==> src/rtl/brch_pkg.sv <==
// Shared widths, defaults and the branch entry record for the branch position table.
package brch_pkg;

   localparam int NUM_ENTRIES_DEF = 4;
   localparam int BR_IDX_W_DEF    = 6;
   localparam int POS_W_DEF       = 7;

   function automatic int cnt_width(input int n);
      return $clog2(n + 1);
   endfunction

   localparam int CNT_W_DEF = cnt_width(NUM_ENTRIES_DEF);

   typedef struct packed {
      logic                    vld;
      logic [BR_IDX_W_DEF-1:0] indx;
      logic [POS_W_DEF-1:0]    pos;
   } brch_entry_t;

endpackage

==> src/rtl/brch_slot_calc.sv <==
// Per-slot branch index, ROB position and allocation request for one dispatch group.
module brch_slot_calc #(
   parameter int DISP_WIDTH = 4,
   parameter int BR_IDX_W   = 6,
   parameter int POS_W      = 7
) (
   input  logic [DISP_WIDTH-1:0]                inst_is_brch,
   input  logic [DISP_WIDTH-1:0]                inst_vld,
   input  logic [DISP_WIDTH-1:0]                pr_need_inst,
   input  logic [BR_IDX_W-1:0]                  nxt_indx,
   input  logic [POS_W-1:0]                     curr_pos,
   output logic [DISP_WIDTH-1:0][BR_IDX_W-1:0]  slot_indx,
   output logic [DISP_WIDTH-1:0][POS_W-1:0]     slot_pos,
   output logic [DISP_WIDTH-1:0]                slot_req
);

   logic [DISP_WIDTH-1:0] below;
   logic [POS_W-1:0]      ofs;

   always_comb begin
      slot_indx = '0;
      slot_pos  = '0;
      below     = '0;
      ofs       = '0;
      for (int k = 0; k < DISP_WIDTH; k++) begin
         // only slots strictly below k consume ROB entries ahead of slot k
         below = pr_need_inst & ((DISP_WIDTH'(1) << k) - DISP_WIDTH'(1));
         ofs   = '0;
         for (int b = 0; b < DISP_WIDTH; b++) begin
            ofs = ofs + POS_W'(below[b]);
         end
         slot_indx[k] = nxt_indx + BR_IDX_W'(k);
         slot_pos[k]  = curr_pos + ofs;
      end
   end

   assign slot_req = inst_vld & inst_is_brch;

endmodule

==> src/rtl/brch_ckpt_table.sv <==
// Branch position table: records ROB positions of in-flight branches, frees on commit,
// and squashes a mispredicted branch plus every younger entry using an age matrix.
module brch_ckpt_table
   import brch_pkg::*;
#(
   parameter int NUM_ENTRIES = NUM_ENTRIES_DEF,
   parameter int DISP_WIDTH  = 4,
   parameter int BR_IDX_W    = BR_IDX_W_DEF,
   parameter int POS_W       = POS_W_DEF
) (
   input  logic                               clk,
   input  logic                               rst_n,
   input  logic [DISP_WIDTH-1:0]              inst_is_brch,
   input  logic [DISP_WIDTH-1:0]              inst_vld,
   input  logic [BR_IDX_W-1:0]                nxt_indx,
   input  logic [POS_W-1:0]                   curr_pos,
   input  logic [DISP_WIDTH-1:0]              pr_need_inst,
   input  logic                               cmt_brch,
   input  logic [BR_IDX_W-1:0]                cmt_brch_indx,
   input  logic                               mis_pred,
   input  logic [BR_IDX_W-1:0]                brch_mis_indx,
   output logic                               alloc_stall,
   output logic [cnt_width(NUM_ENTRIES)-1:0]  free_cnt,
   output logic                               flush,
   output logic [POS_W-1:0]                   flush_pos,
   output logic                               flush_hit,
   output logic                               all_nop_from_branchUnit
);

   localparam int CNT_W = cnt_width(NUM_ENTRIES);
   localparam int REQ_W = $clog2(DISP_WIDTH + 1);

   logic [DISP_WIDTH-1:0][BR_IDX_W-1:0] slot_indx;
   logic [DISP_WIDTH-1:0][POS_W-1:0]    slot_pos;
   logic [DISP_WIDTH-1:0]               slot_req;

   brch_slot_calc #(
      .DISP_WIDTH (DISP_WIDTH),
      .BR_IDX_W   (BR_IDX_W),
      .POS_W      (POS_W)
   ) u_slot_calc (
      .inst_is_brch (inst_is_brch),
      .inst_vld     (inst_vld),
      .pr_need_inst (pr_need_inst),
      .nxt_indx     (nxt_indx),
      .curr_pos     (curr_pos),
      .slot_indx    (slot_indx),
      .slot_pos     (slot_pos),
      .slot_req     (slot_req)
   );

   brch_entry_t            ent [NUM_ENTRIES];
   logic [NUM_ENTRIES-1:0] yng [NUM_ENTRIES];
   logic [NUM_ENTRIES-1:0] vld;

   logic [REQ_W-1:0]       nreq;
   logic [NUM_ENTRIES-1:0] cmt_oh, mis_oh, squash, clr;
   logic                   c_found, m_found;
   logic [POS_W-1:0]       mis_pos;

   logic                   do_alloc, placed;
   logic [NUM_ENTRIES-1:0] alloc_we, taken, row_acc, vld_nxt;
   logic [BR_IDX_W-1:0]    new_indx [NUM_ENTRIES];
   logic [POS_W-1:0]       new_pos  [NUM_ENTRIES];
   logic [NUM_ENTRIES-1:0] new_row  [NUM_ENTRIES];
   logic [CNT_W-1:0]       nxt_free;

   always_comb begin
      vld = '0;
      for (int i = 0; i < NUM_ENTRIES; i++) vld[i] = ent[i].vld;
   end

   always_comb begin
      nreq = '0;
      for (int k = 0; k < DISP_WIDTH; k++) nreq = nreq + REQ_W'(slot_req[k]);
   end

   assign alloc_stall = int'(nreq) > int'(free_cnt);

   // first valid match wins for both commit and mispredict lookups
   always_comb begin
      cmt_oh  = '0;
      mis_oh  = '0;
      c_found = 1'b0;
      m_found = 1'b0;
      mis_pos = '0;
      for (int i = 0; i < NUM_ENTRIES; i++) begin
         if (ent[i].vld && ent[i].indx == cmt_brch_indx && !c_found) begin
            cmt_oh[i] = cmt_brch;
            c_found   = 1'b1;
         end
         if (ent[i].vld && ent[i].indx == brch_mis_indx && !m_found) begin
            mis_oh[i] = 1'b1;
            mis_pos   = ent[i].pos;
            m_found   = 1'b1;
         end
      end
   end

   assign flush                   = mis_pred;
   assign all_nop_from_branchUnit = mis_pred;
   assign flush_hit               = mis_pred & m_found;
   assign flush_pos               = flush_hit ? mis_pos : '0;

   always_comb begin
      squash = '0;
      for (int i = 0; i < NUM_ENTRIES; i++) begin
         squash[i] = mis_pred & ent[i].vld & (mis_oh[i] | (|(yng[i] & mis_oh)));
      end
      clr = squash | cmt_oh;
   end

   // Slots claim the lowest free entries in slot order; each new row records every entry
   // already live plus the ones claimed by lower slots in this same group.
   always_comb begin
      do_alloc = ~alloc_stall & ~mis_pred;
      alloc_we = '0;
      taken    = '0;
      row_acc  = vld;
      placed   = 1'b0;
      for (int j = 0; j < NUM_ENTRIES; j++) begin
         new_indx[j] = '0;
         new_pos[j]  = '0;
         new_row[j]  = '0;
      end
      for (int k = 0; k < DISP_WIDTH; k++) begin
         placed = 1'b0;
         if (slot_req[k] && do_alloc) begin
            for (int j = 0; j < NUM_ENTRIES; j++) begin
               if (!placed && !vld[j] && !taken[j]) begin
                  placed      = 1'b1;
                  taken[j]    = 1'b1;
                  alloc_we[j] = 1'b1;
                  new_indx[j] = slot_indx[k];
                  new_pos[j]  = slot_pos[k];
                  new_row[j]  = row_acc;
                  row_acc[j]  = 1'b1;
               end
            end
         end
      end
   end

   always_comb begin
      vld_nxt  = (vld & ~clr) | alloc_we;
      nxt_free = '0;
      for (int i = 0; i < NUM_ENTRIES; i++) nxt_free = nxt_free + CNT_W'(!vld_nxt[i]);
   end

   always_ff @(posedge clk or negedge rst_n) begin
      if (!rst_n) begin
         for (int i = 0; i < NUM_ENTRIES; i++) begin
            ent[i] <= '0;
            yng[i] <= '0;
         end
         free_cnt <= CNT_W'(NUM_ENTRIES);
      end else begin
         for (int i = 0; i < NUM_ENTRIES; i++) begin
            if (alloc_we[i]) begin
               ent[i] <= '{vld: 1'b1, indx: new_indx[i], pos: new_pos[i]};
            end else if (clr[i]) begin
               ent[i].vld <= 1'b0;
            end
            for (int j = 0; j < NUM_ENTRIES; j++) begin
               if (alloc_we[i]) begin
                  yng[i][j] <= new_row[i][j];
               end else if (alloc_we[j]) begin
                  yng[i][j] <= 1'b0;
               end
            end
         end
         free_cnt <= nxt_free;
      end
   end

endmodule

==> config.mk <==
export PLATFORM = sky130hd
export DESIGN_NAME = brch_ckpt_table
export DESIGN_NICKNAME = d
export VERILOG_FILES = /design/src/rtl/brch_pkg.sv /design/src/rtl/brch_slot_calc.sv /design/src/rtl/brch_ckpt_table.sv
export SDC_FILE = /design/constraint.sdc
export NUM_CORES = 1
export LEC_CHECK = 0
export CAP_MARGIN = 20
export CORE_MARGIN = 2
export CORE_UTILIZATION = 60
export CTS_CLUSTER_SIZE = 14
export DETAILED_ROUTE_END_ITERATION = 8
export GPL_TIMING_DRIVEN = 0
export PLACE_DENSITY = 0.83
export SYNTH_ARGS = -nofsm -noshare
export SYNTH_HDL_FRONTEND = slang
export SYNTH_HIERARCHICAL = 1
export SYNTH_SLANG_ARGS = --single-unit
==> constraint.sdc <==
create_clock -name clk -period 7.42 [get_ports clk]
set_clock_uncertainty 0.15 [all_clocks]
set_input_delay 1.855 -clock clk [delete_from_list [all_inputs] [get_ports clk]]
set_output_delay 1.855 -clock clk [all_outputs]
set_load 0.03 [all_outputs]
==> summary.md <==
| Metric | Value |
|---|---|
| Root Driver | `clkbuf_8` |
| Placed cells | `roughly 870` |
| Vias in the first global route | `~6,100` |
| Core ar. | `roughly 0.010 mm2` |
| Yosys reg bits | `71` |
| Initial antenna violation count | `0` |
| Worst path max stage delay | `approximately 0.67 ns` |
| CTS hold repair buffers | `0` |
| Critical path class | `in -> out` |
| Maxcap violations | `0` |
| HP Class | `reg -> reg` |
| Synth area leader | `dfrtp_1` |
| Worst IR Drop VDD | `0.000208 V` |
| Nets | `around 800` |
| Pleak | `between 2 and 3 nW` |
| Crit path launch type | `input port` |
| Remaining global-route overflow | `0` |
| Crit Path Max Fanout | `10` |
| Inserted Diodes | `0` |
| Fmax | `0.137 GHz` |
| Post-synthesis cell count | `between 600 and 700` |
| Post-synth EDFFs | `0` |
| Worst slack, placed | `-0.134 ns` |
| WL final | `~23 mm` |
| Pins Over Slew Limit | `0` |
| Commonest non-fill, non-tap cell in the layout | `dfrtp_1` |
| Post-route DRC | `2` |
| Syn-to-layout area delta | `14.4%` |
| Final Hold Viols | `0` |
| Headroom to the max-slew limit | `0.365` |
| Clock latency on the worst-skew pair | `between 0.3 and 0.4 ns` |
| Critical path buffers and inverters | `3` |
| Final worst slack | `0.127 ns` |
| Status | `finished, violations left` |
| Fin area | `a little over 0.007 mm2` |
| Post-Synthesis Cell Area | `around 0.0062 mm2` |
| Worst slew pin tran | `around 0.95 ns` |
| RePlAce Congestion | `about 1` |
| WP data required | `between 5 and 6 ns` |
| Top cells by area in the synthesized netlist | `dfrtp_1 28%, a222oi_1 7.1%, xnor2_1 5.9%` |
| Crit-path slowest cell | `clkdlybuf4s50_1` |
| CP most frequent cell | `ha_1` |
| WL/cell | `25.6 um` |
| Tcrit/Tclk final | `0.983` |
| First-pass GRT wire length | `roughly 34 mm` |
| Final Power | `2.12 mW` |
| Die Ht | `~110 um` |
| Starting Density | `0.608` |
| Fin crit period | `around 7.3 ns` |
| CTS buffer count | `9` |
| Area after DPL | `between 0.006 and 0.007 mm2` |
| FF/Latch Area | `approximately 0.0018 mm2` |
| Most frequent cells in the layout | `70 x dfrtp_1, 53 x nand2_1, 46 x clkdlybuf4s50_1` |
| # IOs | `55` |
| Share of post-route cells with drive strength above 1 | `0.138` |
| GRT Util Overall | `0.411` |
| Final Non-Filler Cells | `around 880` |
| Routed vias/inst | `7.19` |
| Syn avg cell area | `between 9 and 10 um2` |
| H-tree depth | `3` |
| Failing checks | `DRC` |
| Die area | `between 0.01 and 0.015 mm2` |
| Row count | `37` |
| Sequential area share after synthesis | `0.287` |
| Port Buffers | `47` |
| Setup TNS | `0 ns` |
| WP data arrival | `roughly 5.3 ns` |
| DRT iter0 DRCs | `about 1,200` |
| Layout Utilization | `0.695` |
| Post-route ant nets | `0` |
| Largest net degree at the start of global routing | `just over 70` |
| Yosys cell types | `72` |
| Worst-path clk slew | `around 0.08 ns` |
| DPL Wire Length | `16.3 mm` |
| Syn Nets | `743` |
| Clock Sinks | `71` |
| DR vias | `6,342` |
| CP top delay family | `adder cells` |
| DR pass1 iterations | `9` |
| Fill cells | `roughly 840` |
| Worst setup EP type | `output pin` |
| Synth Warn # | `6` |
| Area of the multi-input gates | `between 0.003 and 0.004 mm2` |
| Clock buffer depth | `2` |
| Share of the synthesized area in the top cell type | `0.283` |
| Final setup fails | `0` |
| Async S/R FF share, synth | `1.00` |
| Pwr/cell area | `299 mW/mm2` |
| Crit-path cells | `clkdlybuf4s50_1 > and2_1 > fa_1 > ha_1 > ha_1 > ha_1 > nand3_1 > o21a_2 > nand2_4 > inv_1 > clkdlybuf4s50_1` |
| RSZ-0062 raised after global routing | `no` |
| Die width | `106 um` |
| Final Hold Slack | `between 0.3 and 0.4 ns` |
| CTS tree | `built` |
| Most used DFF post-synth | `dfrtp_1` |
==> power breakdown <==
part / total, mW / internal, mW / leakage (nW) / switching [mW]
Combinational: 1.00 / 0.397 / 1.79 / 0.605
Clock: 0.364 / 0.208 / 0.114 / 0.157
Sequential: 0.751 / 0.560 / 0.877 / 0.191
Total: 2.12 / 1.17 / 2.78 / 0.952
==> synth_stat cells, drive strengths merged, types with 4 or more instances <==
cell and number:
a2111oi 4, a211oi 6, a21o 12, a21oi 37, a222oi 44, a22oi 27, a32oi 9, and2 4
and3 4, buf 47, clkbuf 17, dfrtp 70, fa 5, ha 16, inv 21, mux2 6
mux2i 26, nand2 54, nand3 25, nand4 8, nor2 20, nor3 18, nor4 8, o21a 5
o21ai 58, or3 4, xnor2 42, xor2 35
==> path summary, 6_finish.rpt <==
check                                 start     endpoint  slack, ns  depth (start not counted)
worst min register to register       yng[2]       yng[2]       0.33                          1
worst max-delay path            inst_vld[0]  alloc_stall       0.13                         11
min in group asynchronous             rst_n      ent[49]       1.45                          1
worst min-delay path                 yng[2]       yng[2]       0.33                          1
max in group asynchronous             rst_n       ent[1]       5.06                          1
worst max register to register  free_cnt[2]  free_cnt[1]       3.45                         11
==> layout make-up <==
class | instances | share of cell area
tap | 136 | 0.0240
sequential | 71 | 0.251
inverter | 21 | 0.0111
multi-input combinational | 525 | 0.561
timing repair buffer | 49 | 0.0679
clock buffer | 13 | 0.0224
buffer | 64 | 0.0534
clock inverter | 3 | 0.00919
==> registers in the layout, indices dropped and copies added, names as in the netlist <==
name      count
ent          56
free_cnt      3
yng          12
==> cell families (layout without fill, tap and decap cells) <==
logic type,after synthesis,in the layout,share of synthesized area
DFF,71,71,0.287
AOI/OAI and AO/OA,233,233,0.284
buffers and inverters,85,150,0.0738
adders and majority gates,24,24,0.0538
xor gates and xnor gates,77,77,0.109
muxes,32,32,0.0530
and+or+nand+nor,159,159,0.139
==> what timing repair did <==
| item | 4_1_cts | 5_1_grt |
|---|---|---|
| gates resized for setup | 2 | 1 |
| setup buffers | 0 | 0 |
| endpoints found under the setup margin | 1 | 1 |
==> layer usage <==
layer	vias to the layer above	global-route usage	wire, um
met5	-	0	0
met4	0	0.223	1420
met3	120	0.111	2940
met2	526	0.618	9740
met1	2969	0.538	8490
li1	2727	-	-
(Power assumes the default switching activity.)
